## config.mk

```make
export PLATFORM = sky130hd
export DESIGN_NAME = serial_mem_responder
export DESIGN_NICKNAME = d
export VERILOG_FILES = /design/src/rtl/serial_mem_responder.sv
export SDC_FILE = /design/constraint.sdc
export NUM_CORES = 1
export LEC_CHECK = 0
export BUFFER_PORTS_ARGS = -buffer_cell sky130_fd_sc_hd__clkbuf_2
export CAP_MARGIN = 5
export CORE_MARGIN = 2
export CORE_UTILIZATION = 45
export CTS_CLUSTER_DIAMETER = 30
export DETAILED_ROUTE_END_ITERATION = 6
export PLACE_DENSITY = 0.69
export SKIP_CTS_REPAIR_TIMING = 1
export SYNTH_ARGS = -nofsm -noshare
export SYNTH_HDL_FRONTEND = slang
export SYNTH_SLANG_ARGS = --single-unit
```

## constraint.sdc

```tcl
create_clock -name clk -period 5.31 [get_ports clk]
set_input_delay 0.2655 -clock clk [delete_from_list [all_inputs] [get_ports clk]]
set_output_delay 0.2655 -clock clk [all_outputs]
set_load 0.02 [all_outputs]
```

## src/rtl/serial_mem_responder.sv

```systemverilog
// ============================================================================
//  Module   : serial_mem_responder
//  Brief    : Far end of the 2-bit serial memory link. Decodes request frames,
//             executes them on a synchronous memory port, returns read data.
//  Revision : 1.0 - initial release
// ============================================================================
`default_nettype none

module serial_mem_responder #(
    parameter int ADDR_BITS  = 16,
    parameter int DATA_BITS  = 16,
    parameter int RESP_DELAY = 2
) (
    input  logic                 clk,
    input  logic                 rst_n,
    input  logic [1:0]           tx_pins,
    output logic [1:0]           rx_pins,
    output logic                 mem_rd,
    output logic                 mem_we,
    output logic [ADDR_BITS-1:0] mem_addr,
    output logic [DATA_BITS-1:0] mem_wdata,
    input  logic [DATA_BITS-1:0] mem_rdata,
    output logic                 busy,
    output logic                 protocol_err
);

    localparam int ADDR_SYMS = ADDR_BITS / 2;
    localparam int DATA_SYMS = DATA_BITS / 2;
    localparam int MAX_FLD   = (ADDR_SYMS > DATA_SYMS) ? ADDR_SYMS : DATA_SYMS;
    localparam int MAX_CNT   = (MAX_FLD > RESP_DELAY) ? MAX_FLD : RESP_DELAY;
    localparam int CNT_W     = $clog2(MAX_CNT + 1);

    localparam logic [CNT_W-1:0] ADDR_LAST = CNT_W'(ADDR_SYMS - 1);
    localparam logic [CNT_W-1:0] DATA_LAST = CNT_W'(DATA_SYMS - 1);
    localparam logic [CNT_W-1:0] DLY_LAST  = CNT_W'((RESP_DELAY > 0) ? RESP_DELAY - 1 : 0);

    localparam logic [1:0] SYM_IDLE  = 2'b00;
    localparam logic [1:0] SYM_READ  = 2'b01;
    localparam logic [1:0] SYM_WRITE = 2'b10;
    localparam logic [1:0] SYM_RSVD  = 2'b11;

    typedef enum logic [3:0] {
        IDLE     = 4'd0,
        RX_ADDR  = 4'd1,
        RX_DATA  = 4'd2,
        MEM_RD   = 4'd3,
        MEM_CAP  = 4'd4,
        DELAY    = 4'd5,
        TX_START = 4'd6,
        TX_DATA  = 4'd7,
        WR       = 4'd8
    } state_t;

    state_t               state_q, state_d;
    logic                 is_write_q, is_write_d;
    logic [CNT_W-1:0]     cnt_q, cnt_d;
    logic [ADDR_BITS-1:0] addr_sr_q, addr_sr_d;
    logic [DATA_BITS-1:0] data_sr_q, data_sr_d;
    logic [ADDR_BITS-1:0] mem_addr_q, mem_addr_d;
    logic [DATA_BITS-1:0] mem_wdata_q, mem_wdata_d;
    logic                 mem_rd_q, mem_rd_d;
    logic                 mem_we_q, mem_we_d;
    logic [1:0]           rx_q, rx_d;
    logic                 busy_q, busy_d;
    logic                 err_q, err_d;
    logic                 accept_start;
    logic                 stray_sym;

    assign stray_sym = (tx_pins != SYM_IDLE);

    always_comb begin
        state_d      = state_q;
        is_write_d   = is_write_q;
        cnt_d        = cnt_q;
        addr_sr_d    = addr_sr_q;
        data_sr_d    = data_sr_q;
        mem_addr_d   = mem_addr_q;
        mem_wdata_d  = mem_wdata_q;
        mem_rd_d     = 1'b0;
        mem_we_d     = 1'b0;
        rx_d         = rx_q;
        busy_d       = busy_q;
        err_d        = err_q;
        accept_start = 1'b0;

        case (state_q)
            IDLE: begin
                accept_start = 1'b1;
            end

            RX_ADDR: begin
                addr_sr_d = {tx_pins, addr_sr_q[ADDR_BITS-1:2]};
                if (cnt_q == ADDR_LAST) begin
                    cnt_d = '0;
                    if (is_write_q) begin
                        state_d = RX_DATA;
                    end else begin
                        state_d    = MEM_RD;
                        mem_rd_d   = 1'b1;
                        mem_addr_d = addr_sr_d;
                    end
                end else begin
                    cnt_d = cnt_q + 1'b1;
                end
            end

            RX_DATA: begin
                data_sr_d = {tx_pins, data_sr_q[DATA_BITS-1:2]};
                if (cnt_q == DATA_LAST) begin
                    cnt_d       = '0;
                    state_d     = WR;
                    mem_we_d    = 1'b1;
                    mem_addr_d  = addr_sr_q;
                    mem_wdata_d = data_sr_d;
                end else begin
                    cnt_d = cnt_q + 1'b1;
                end
            end

            // Memory samples the strobe on this edge; data arrives one cycle later.
            MEM_RD: begin
                if (stray_sym) err_d = 1'b1;
                state_d = MEM_CAP;
            end

            MEM_CAP: begin
                if (stray_sym) err_d = 1'b1;
                data_sr_d = mem_rdata;
                cnt_d     = '0;
                if (RESP_DELAY == 0) begin
                    state_d = TX_START;
                    rx_d    = SYM_READ;
                end else begin
                    state_d = DELAY;
                end
            end

            DELAY: begin
                if (stray_sym) err_d = 1'b1;
                if (cnt_q == DLY_LAST) begin
                    cnt_d   = '0;
                    state_d = TX_START;
                    rx_d    = SYM_READ;
                end else begin
                    cnt_d = cnt_q + 1'b1;
                end
            end

            TX_START: begin
                if (stray_sym) err_d = 1'b1;
                rx_d      = data_sr_q[1:0];
                data_sr_d = {2'b00, data_sr_q[DATA_BITS-1:2]};
                cnt_d     = '0;
                state_d   = TX_DATA;
            end

            // The edge ending the last data symbol doubles as an idle sample.
            TX_DATA: begin
                if (cnt_q == DATA_LAST) begin
                    rx_d         = SYM_IDLE;
                    busy_d       = 1'b0;
                    cnt_d        = '0;
                    state_d      = IDLE;
                    accept_start = 1'b1;
                end else begin
                    if (stray_sym) err_d = 1'b1;
                    rx_d      = data_sr_q[1:0];
                    data_sr_d = {2'b00, data_sr_q[DATA_BITS-1:2]};
                    cnt_d     = cnt_q + 1'b1;
                end
            end

            WR: begin
                busy_d       = 1'b0;
                state_d      = IDLE;
                accept_start = 1'b1;
            end

            default: begin
                state_d = IDLE;
                busy_d  = 1'b0;
                rx_d    = SYM_IDLE;
            end
        endcase

        if (accept_start) begin
            case (tx_pins)
                SYM_READ: begin
                    state_d    = RX_ADDR;
                    is_write_d = 1'b0;
                    busy_d     = 1'b1;
                    cnt_d      = '0;
                end
                SYM_WRITE: begin
                    state_d    = RX_ADDR;
                    is_write_d = 1'b1;
                    busy_d     = 1'b1;
                    cnt_d      = '0;
                end
                SYM_RSVD: begin
                    err_d = 1'b1;
                end
                default: begin
                end
            endcase
        end
    end

    always_ff @(posedge clk) begin
        if (!rst_n) begin
            state_q     <= IDLE;
            is_write_q  <= 1'b0;
            cnt_q       <= '0;
            addr_sr_q   <= '0;
            data_sr_q   <= '0;
            mem_addr_q  <= '0;
            mem_wdata_q <= '0;
            mem_rd_q    <= 1'b0;
            mem_we_q    <= 1'b0;
            rx_q        <= 2'b00;
            busy_q      <= 1'b0;
            err_q       <= 1'b0;
        end else begin
            state_q     <= state_d;
            is_write_q  <= is_write_d;
            cnt_q       <= cnt_d;
            addr_sr_q   <= addr_sr_d;
            data_sr_q   <= data_sr_d;
            mem_addr_q  <= mem_addr_d;
            mem_wdata_q <= mem_wdata_d;
            mem_rd_q    <= mem_rd_d;
            mem_we_q    <= mem_we_d;
            rx_q        <= rx_d;
            busy_q      <= busy_d;
            err_q       <= err_d;
        end
    end

    assign rx_pins      = rx_q;
    assign mem_rd       = mem_rd_q;
    assign mem_we       = mem_we_q;
    assign mem_addr     = mem_addr_q;
    assign mem_wdata    = mem_wdata_q;
    assign busy         = busy_q;
    assign protocol_err = err_q;

endmodule

`default_nettype wire
```

==> reports/results.ini, run 1 <==
[run_status]
status=completed

[synth]
syn_inst=426
synth_area_leaders=dfxtp_1, nand2_1, a21oi_1
ys_warn_count=0
syn_area_um2=3641
ys_ff_latch=79
synth-simple-area-share=0.1869
synth.most_common_cell=nand2_1
synth_top_area_frac=0.4344
synth_mux_area_frac=0.05773
synth_edf_count=0
synthFlopType=dfxtp_1
avgSynthCellArea_um2=8.547
yosys.area_share.xor_xnor=0.007216
post-synth-top-area-cell=dfxtp_1
synth_top_family_by_area=compound AO/OA/AOI/OAI gates
synth.distinct_cells=50
synth-compound-area-share=0.2436
ys_top_cells_by_count=nand2_1, dfxtp_1, a21oi_1
syn_nets=451
async_flop_share=0
ys_seq_area_frac=0.4344
synthAdderAreaFrac=0.01718

[finish]
fillers=758
drive_gt1_frac=0.2086
stdcell_count=567
area_growth_pct=13.30
nets=485
n_antenna_cell=0

[die]
dieWidth_um=93.95
die_y_um=93.95
initial_utilization=0.4687
coreArea_um2=7767
fp-row-count=32
io_pins=58
fp.dieArea_um2=8827

[clock_tree]
clockBufferDepth=2
cts_tree=built
htree_levels=3
clkSinkCount=79
numCtsBuffers=9
clockRootBuffer=clkbuf_8
cts.clk_slew.worst_paths_ns=0.08
insertion_delay_ns=0.35

[global_routing]
grt_pass1_wl_mm=13.78
grt_usage=0.1955
grt_pass1_vias=2977
antenna_found_initial=0
grt_max_degree=56
globalRouteOverflowTotal=0

[power_and_ir_drop]
pwr-share-comb=0.058
switching_share=0.2342
power_frac_clock=0.425
seqPwrFrac=0.518
p_leak_nw=1.525
switching_power_mw=0.2747
p_int_mw=0.8981
power_density_nw_per_um2=284.3
peakVddDrop_mv=0.1449

[timing]
slew_headroom=0.1951
fin_skew_ns=0.006644
finalMaxSlewViolations=0
worst_pin_slew_ns=1.202
period_share=0.5605
rsz0062_at_grt=false
hold_viol=0
fin_ws_ns=2.334
fmax_mhz=336.0
setup_tns_ns=0
period_needed_ns=2.976
finalSetupViolCount=0

[detailed_routing]
first_iter_violations=236
routed-via-count=3139
viasPerCell=5.536
wire_per_inst_um=14.32
wl_mm=8.118
drtAntennaViolNets=0
drc=0
dr.pass1.iters=4

[worst_setup_path]
regToRegStartpoint=state_q[0]
cp.arrival_ns=3.16
crit_path_start=state_q[0]
critPathMaxFanout=20
end_kind=flip-flop
crit_type=flip-flop to flip-flop
r2r_end=mem_addr[9]
ff2ff_path_depth=4
critical_path_required_ns=5.50
worstSetupEndpoint=mem_addr[9]
r2r_slack_ns=2.33
critPathLaunchType=flip-flop

[placement]
place_hpwl_mm=5.279
dp_cells=551
pre_cts_slack_ns=2.312
gp_congestion=0.7924
io_buffers=57

[min_path]
min_path_type=input pin to flip-flop

[run]
maxCapViolations=0

==> critical path, cell delays in order, from the launching register on <==
cell and delay [ns]:
dfxtp_1 0.78, or4b_1 0.81, o21ai_4 0.49, and2_1 0.55
a311oi_1 0.18
==> power by group through the flow <==
stage | Sequential, mW | Clock, mW | Combinational, mW
finish | 0.607 | 0.498 | 0.0675
global route | 0.609 | 0.532 | 0.0755
CTS | 0.607 | 0.508 | 0.0680
floorplan | 0.617 | 0 | 0.0526
detailed placement | 0.621 | 0 | 0.0679
global placement | 0.621 | 0 | 0.0668
==> cell families after synthesis <==
group / Yosys count
and+or+nand+nor: 149
DFF: 79
xor gates and xnor gates: 3
buffers and inverters: 42
adders and majority gates: 5
muxes: 19
AOI/OAI and AO/OA: 129
==> sequential cells by signal, indices dropped and copies added (netlist names), 2 cells and up <==
name and count:
addr_sr_q 16, cnt_q 4, data_sr_q 16, mem_addr 16
mem_wdata 16, rx_pins 2, state_q 4
==> area by class of cell <==
class,count,area [µm²],area share
Tap cell,102,127.6,0.03094
Sequential cell,79,1582,0.3834
Timing Repair Buffer,60,307.8,0.07461
Inverter,5,18.77,0.004550
Multi-Input combinational cell,305,1867,0.4525
Clock inverter,5,81.33,0.01971
Clock buffer,11,141.4,0.03427
==> metal layers <==
layer  up-vias  track usage  routed length (µm)
met5         -            0                   0
met4         0      0.06159                  95
met3         8      0.06019                 496
met2        77       0.3101                3697
met1      1462       0.2545                3827
li1       1592            -                   -
==> through the flow <==
stage                 util  hold slack (ns)  total power [mW]  instance area (µm²)
finish              0.5311           0.2543             1.173                 4125
global placement    0.5024           0.4437            0.6874                 3902
global route        0.5311           0.2468             1.216                 4125
CTS                 0.5311           0.2530             1.183                 4125
floorplan                -           0.4015            0.6695                 3641
detailed placement  0.5024           0.4469            0.6890                 3902
==> cells in the final DEF, fill, tap and decap left out, types with 2 or more instances in the layout <==
cell type	instances
a21o_1	2
a21oi_1	56
a22o_1	2
a311oi_1	16
a31oi_1	2
a32oi_1	2
buf_4	3
bufinv_16	2
clkbuf_2	57
clkbuf_8	10
dfxtp_1	79
ha_1	5
inv_1	4
mux2_2	16
mux2i_1	3
nand2_1	106
nand2b_1	3
nand3_1	5
nand3b_1	2
nand4b_1	2
nor2_1	9
nor2b_1	5
nor3_1	2
o21ai_0	7
o21bai_1	17
o22ai_1	2
o311a_1	16
or3_1	3
or4b_1	2
xnor2_1	2
==> worst min-delay path by stage <==
stage                     slack [ns]  cells past startpoint     startpoint            end
after floorplan                 0.40                      2     tx_pins[0]  addr_sr_q[14]
after global placement          0.44                      2   mem_wdata[4]   mem_wdata[4]
after detailed placement        0.45                      2  mem_wdata[10]  mem_wdata[10]
after CTS                       0.25                      3     tx_pins[0]  mem_wdata[14]
after global routing            0.25                      3     tx_pins[0]  mem_wdata[14]
final                           0.25                      3     tx_pins[0]  mem_wdata[14]
Power figures use the tool's default switching activity.
==> run 2: changes to the inputs <==
PLACE_DENSITY = 0.71   (was 0.69)
clock period = 2.55 ns   (was 5.31 ns; I/O delays follow)
==> reports/results.ini, run 2 (synthesized netlist as in run 1, its figures left out) <==
[run_status]
status=completed

[finish]
n_antenna_cell=0  ; unchanged
area_growth_pct=13.64
fillers=742  ; -2.1%
stdcell_count=577  ; +1.8%
seq_area_um2=1582  ; unchanged
final_common_cell=nand2_1
final_cell_mix=nand2_1, dfxtp_1, clkbuf_2, a21oi_1, o21bai_1
multi_input_area_um2=1867  ; unchanged
drive_gt1_frac=0.2211  ; +0.01245
nets=497  ; +2.5%

[timing]
slew_headroom=0.5371  ; +0.3420
fmax_mhz=463.2  ; +38%
hold_viol=0  ; unchanged
timing.hold.ws_ns=0.1101  ; -0.1442 ns
finalSetupViolCount=0  ; unchanged
period_share=0.8467  ; +0.2862
worst_pin_slew_ns=0.6933  ; -0.5087 ns
rsz0062_at_grt=false
finalMaxSlewViolations=0  ; unchanged
fin_skew_ns=0.006436  ; -0.0002080 ns
period_needed_ns=2.159  ; -0.8170 ns
setup_tns_ns=0  ; unchanged

[worst_setup_path]
critPathMaxFanout=16  ; -20%
critPathLaunchType=flip-flop
cp.arrival_ns=2.35  ; -0.81 ns
end_kind=flip-flop
crit_type=flip-flop to flip-flop
r2r_slack_ns=0.39  ; -1.94 ns
critical_path_required_ns=2.74  ; -2.76 ns

[die]
fp.dieArea_um2=8827  ; unchanged
fp-row-count=32  ; unchanged
die_y_um=93.95  ; unchanged
io_pins=58  ; unchanged
coreArea_um2=7767  ; unchanged
initial_utilization=0.4687  ; unchanged
dieWidth_um=93.95  ; unchanged

[clock_tree]
clockBufferDepth=2  ; unchanged
numCtsBuffers=9  ; unchanged
clkSinkCount=79  ; unchanged
cts.clk_slew.worst_paths_ns=0.07  ; about the same
insertion_delay_ns=0.35  ; about the same
clockRootBuffer=clkbuf_8
cts_tree=built
htree_levels=3  ; unchanged

[detailed_routing]
wire_per_inst_um=14.12  ; -1.4%
drc=0  ; unchanged
first_iter_violations=178  ; -25%
wl_mm=8.147  ; +0.36%
dr.pass1.iters=4  ; unchanged
routed-via-count=3196  ; +1.8%
viasPerCell=5.539  ; about the same
drtAntennaViolNets=0  ; unchanged

[power_and_ir_drop]
power_density_nw_per_um2=525.1  ; +85%
peakVddDrop_mv=0.2627  ; +81%
p_leak_nw=1.551  ; +1.7%

[min_path]
min_path_type=input pin to flip-flop

[global_routing]
grt_usage=0.1939  ; -0.001623
grt_pass1_wl_mm=13.66  ; -0.90%
grt_pass1_vias=2895  ; -2.8%
grt_max_degree=47  ; -16%
antenna_found_initial=0  ; unchanged
globalRouteOverflowTotal=0  ; unchanged

[placement]
gp_congestion=0.7859  ; -0.82%
io_buffers=57  ; unchanged
place_hpwl_mm=5.373  ; +1.8%
dp_cells=563  ; +2.2%

[run]
maxCapViolations=0  ; unchanged

==> run 2: cell types whose count changed in the layout (fill, tap and decap cells not counted), sizes merged <==
cell / delta
buf: +12
bufinv: -2
clkinvlp: -1
clkbuf: +1
==> run 2: worst paths after layout <==
check | startpoint | cells after the start | endpoint
max | state_q[2] | 5 | mem_addr[3]
min | tx_pins[0] | 3 | mem_wdata[14]
max reg2reg | state_q[2] | 5 | mem_addr[3]
min reg2reg | mem_wdata[9] | 2 | mem_wdata[9]
==> run 2: where the power goes <==
| part | internal, mW | leakage, nW | switching, mW | total [mW] |
|---|---|---|---|---|
| logic | 0.0592 | 0.838 | 0.104 | 0.163 |
| registers | 1.24 | 0.637 | 0.0130 | 1.26 |
| clock network | 0.341 | 0.0761 | 0.411 | 0.752 |
| total | 1.64 | 1.55 | 0.528 | 2.17 |
==> run 2: worst max-delay path, stage by stage, from the launching register on <==
cell      delay (ns)
dfxtp_1         0.39
buf_4           0.21
or4b_1          0.62
o21ai_4         0.10
and2_1          0.50
a311oi_1        0.18
==> run 2: layout make-up <==
cell class                 count  area share
clock buffer                  12     0.03266
clock inverter                 2    0.002419
inverter                       5    0.004536
multi-input combinational    305      0.4512
sequential                    79      0.3822
tap                          102     0.03084
timing repair buffer          72     0.09616
==> run 2: metrics by stage <==
stage / worst slack (ns) / utilization / cell area (µm²) / power, mW
after CTS: 0.3931 / 0.5327 / 4138 / 2.198
after global routing: 0.2694 / 0.5327 / 4138 / 2.258
after floorplan: 0.6036 / - / 3641 / 1.394
after global placement: 0.4734 / 0.5140 / 3993 / 1.447
final: 0.3910 / 0.5327 / 4138 / 2.173
after detailed placement: 0.3992 / 0.5140 / 3993 / 1.448
==> run 2: routing by layer <==
metal	share of wire	up-vias	routed length [µm]	GRT usage
met3	0.063	8	511	0.05217
met5	0	-	0	0
li1	-	1608	-	-
met2	0.45	84	3691	0.3000
met1	0.47	1496	3865	0.2607
met4	0.0097	0	79	0.06763
==> run 3: changes to the inputs <==
ABC_AREA = 1   (was not set)
PLACE_DENSITY = 0.72   (was 0.71)
clock period = 1.9 ns   (was 2.55 ns; I/O delays follow)
==> reports/results.ini, run 3 <==
[run_status]
status=completed

[clock_tree]
numCtsBuffers=9  ; unchanged
htree_levels=3  ; unchanged
cts.clk_slew.worst_paths_ns=0.09  ; +0.02 ns
clockRootBuffer=clkbuf_8
cts_tree=built
insertion_delay_ns=0.35  ; about the same
clkSinkCount=79  ; unchanged
clockBufferDepth=2  ; unchanged

[worst_setup_path]
critPathMaxFanout=17  ; +1
crit_path_cell_trace=ha_1, nand3_2, nor2_2, nand2_2, nand2_8, inv_4, nor2_1, nor2_1
cpMostUsedCell=nor2_1
regToRegStartpoint=cnt_q[1]
cp.arrival_ns=2.03  ; -0.32 ns
r2r_end=mem_addr[4]
critPathLaunchType=flip-flop
ff2ff_path_depth=8  ; +3
critical_path_required_ns=2.15  ; -0.59 ns
cp_slowest_cell=dfxtp_1
crit_path_max_incr_delay_ns=0.41  ; -0.21 ns
crit_type=flip-flop to flip-flop
r2r_slack_ns=0.12  ; -0.27 ns
end_kind=flip-flop

[power_and_ir_drop]
seqPwrFrac=0.523  ; -0.056
switching_power_mw=0.8966  ; +70%
peakVddDrop_mv=0.4587  ; +75%
switching_share=0.2683  ; +0.02512
power_frac_clock=0.389  ; +0.043
pwr-share-comb=0.088  ; +0.013
p_leak_nw=1.992  ; +28%
power_density_nw_per_um2=811.5  ; +55%
p_int_mw=2.445  ; +49%

[timing]
period_share=0.9363  ; +0.08963
rsz0062_at_grt=false
finalSetupViolCount=0  ; unchanged
period_needed_ns=1.779  ; -0.3800 ns
fin_skew_ns=0.01309  ; +0.006654 ns
hold_viol=0  ; unchanged
slew_headroom=0.5004  ; -0.03675
finalMaxSlewViolations=0  ; unchanged
fmax_mhz=562.1  ; +21%
setup_tns_ns=0  ; unchanged
worst_pin_slew_ns=0.7486  ; +0.05534 ns

[synth]
ys_warn_count=0  ; unchanged
synth_top_area_frac=0.4470  ; +0.01259
post-synth-top-area-cell=dfxtp_1
async_flop_share=0  ; unchanged
ys_seq_area_frac=0.4470  ; +0.01259
syn_nets=527  ; +17%
avgSynthCellArea_um2=7.049  ; -18%
synthFlopType=dfxtp_1
ys_ff_latch=79  ; unchanged
syn_area_um2=3538  ; -2.8%
synth.most_common_cell=nand2_1
synth_edf_count=0  ; unchanged
synth.distinct_cells=28  ; -44%
synth_area_leaders=dfxtp_1, nand2_1, o21ai_0
syn_inst=502  ; +18%
ys_top_cells_by_count=nand2_1, nor2_1, dfxtp_1, o21ai_0, a21oi_1

[die]
fp-row-count=32  ; unchanged
die_y_um=92.68  ; -1.4%
initial_utilization=0.4603  ; -0.008463
dieWidth_um=92.68  ; -1.4%
io_pins=58  ; unchanged
fp.dieArea_um2=8589  ; -2.7%
coreArea_um2=7687  ; -1.0%

[min_path]
holdPathEnd=mem_wdata[15]
whs_path_depth=3  ; unchanged
min_from=tx_pins[1]
min_path_type=input pin to flip-flop

[global_routing]
antenna_found_initial=0  ; unchanged
grt_pass1_vias=3111  ; +7.5%
grt_pass1_wl_mm=13.59  ; -0.45%
grt_max_degree=45  ; -4.3%
grt_usage=0.1944  ; +0.0004836
globalRouteOverflowTotal=0  ; unchanged

[placement]
place_hpwl_mm=5.638  ; +4.9%
gp_congestion=0.9129  ; +16%
io_buffers=57  ; unchanged

[run]
maxCapViolations=0  ; unchanged

[finish]
n_antenna_cell=0  ; unchanged
nets=584  ; +18%
drive_gt1_frac=0.1986  ; -0.02247
utilization=0.5356  ; +0.002945
area_growth_pct=16.37
final_cell_mix=nand2_1, nor2_1, o21ai_0, dfxtp_1, clkbuf_2
final_common_cell=nand2_1

[detailed_routing]
routed-via-count=3259  ; +2.0%
first_iter_violations=118  ; -34%
drc=0  ; unchanged
drtAntennaViolNets=0  ; unchanged
viasPerCell=4.893  ; -12%
wire_per_inst_um=11.87  ; -16%
dr.pass1.iters=4  ; unchanged
wl_mm=7.903  ; -3.0%

==> run 3: cell type report <==
cell class	count	area, µm²
clock buffers	9	123.9
clock inverters	7	87.58
fillers	766	3570
inverters	33	128.9
multi-input cells	370	1715
flip-flops and latches	79	1582
well taps	102	127.6
repair buffers	66	352.8
==> run 3: worst max-delay path by stage <==
stage | start | endpoint | slack (ns) | cells after the start
after floorplan | cnt_q[0] | mem_addr[13] | 0.29 | 9
after CTS | cnt_q[1] | mem_addr[4] | 0.12 | 8
after global routing | cnt_q[1] | mem_addr[4] | 0.002 | 8
after global placement | cnt_q[1] | mem_addr[0] | 0.22 | 8
final | cnt_q[1] | mem_addr[4] | 0.12 | 8
after detailed placement | cnt_q[1] | mem_addr[4] | 0.12 | 8
==> run 3: layer usage <==
| layer | routed length, µm | global-route usage |
|---|---|---|
| met1 | 3632 | 0.2435 |
| met2 | 3722 | 0.3279 |
| met3 | 444 | 0.04231 |
| met4 | 104 | 0.07353 |
| met5 | 0 | 0 |
==> run 3: critical path: cells and delay by family (launching register included) <==
family	cells	cell delay, ns
DFF	1	0.41
buffers and inverters	1	0.11
and+or+nand+nor	6	0.94
adders and majority gates	1	0.23
==> run 3: cells by family after synthesis <==
logic type | after synthesis | synth area share
simple gates | 253 | 0.3073
compound gates | 112 | 0.1598
flops | 79 | 0.4470
buf+inv | 53 | 0.06824
fa+ha+maj | 5 | 0.01768
==> run 3: metrics by stage <==
step                area [µm²]  setup WS [ns]  total power, mW  cells  hold slack (ns)
finish                    4118         0.1210            3.342    666          0.06918
CTS                       4118         0.1188            3.377    666          0.05667
detailed placement        3906         0.1205            2.079    650           0.4329
global route              4118       0.001618            3.486    666          0.09553
floorplan                 3538         0.2914            1.985    502           0.2466
global placement          3906         0.2194            2.074    650           0.4321
==> run 3: power groups by stage <==
stage | Combinational [mW] | Clock [mW] | Sequential (mW)
global route | 0.338 | 1.39 | 1.75
finish | 0.295 | 1.30 | 1.75
CTS | 0.295 | 1.34 | 1.75
floorplan | 0.201 | 0 | 1.78
detailed placement | 0.294 | 0 | 1.79
global placement | 0.290 | 0 | 1.78
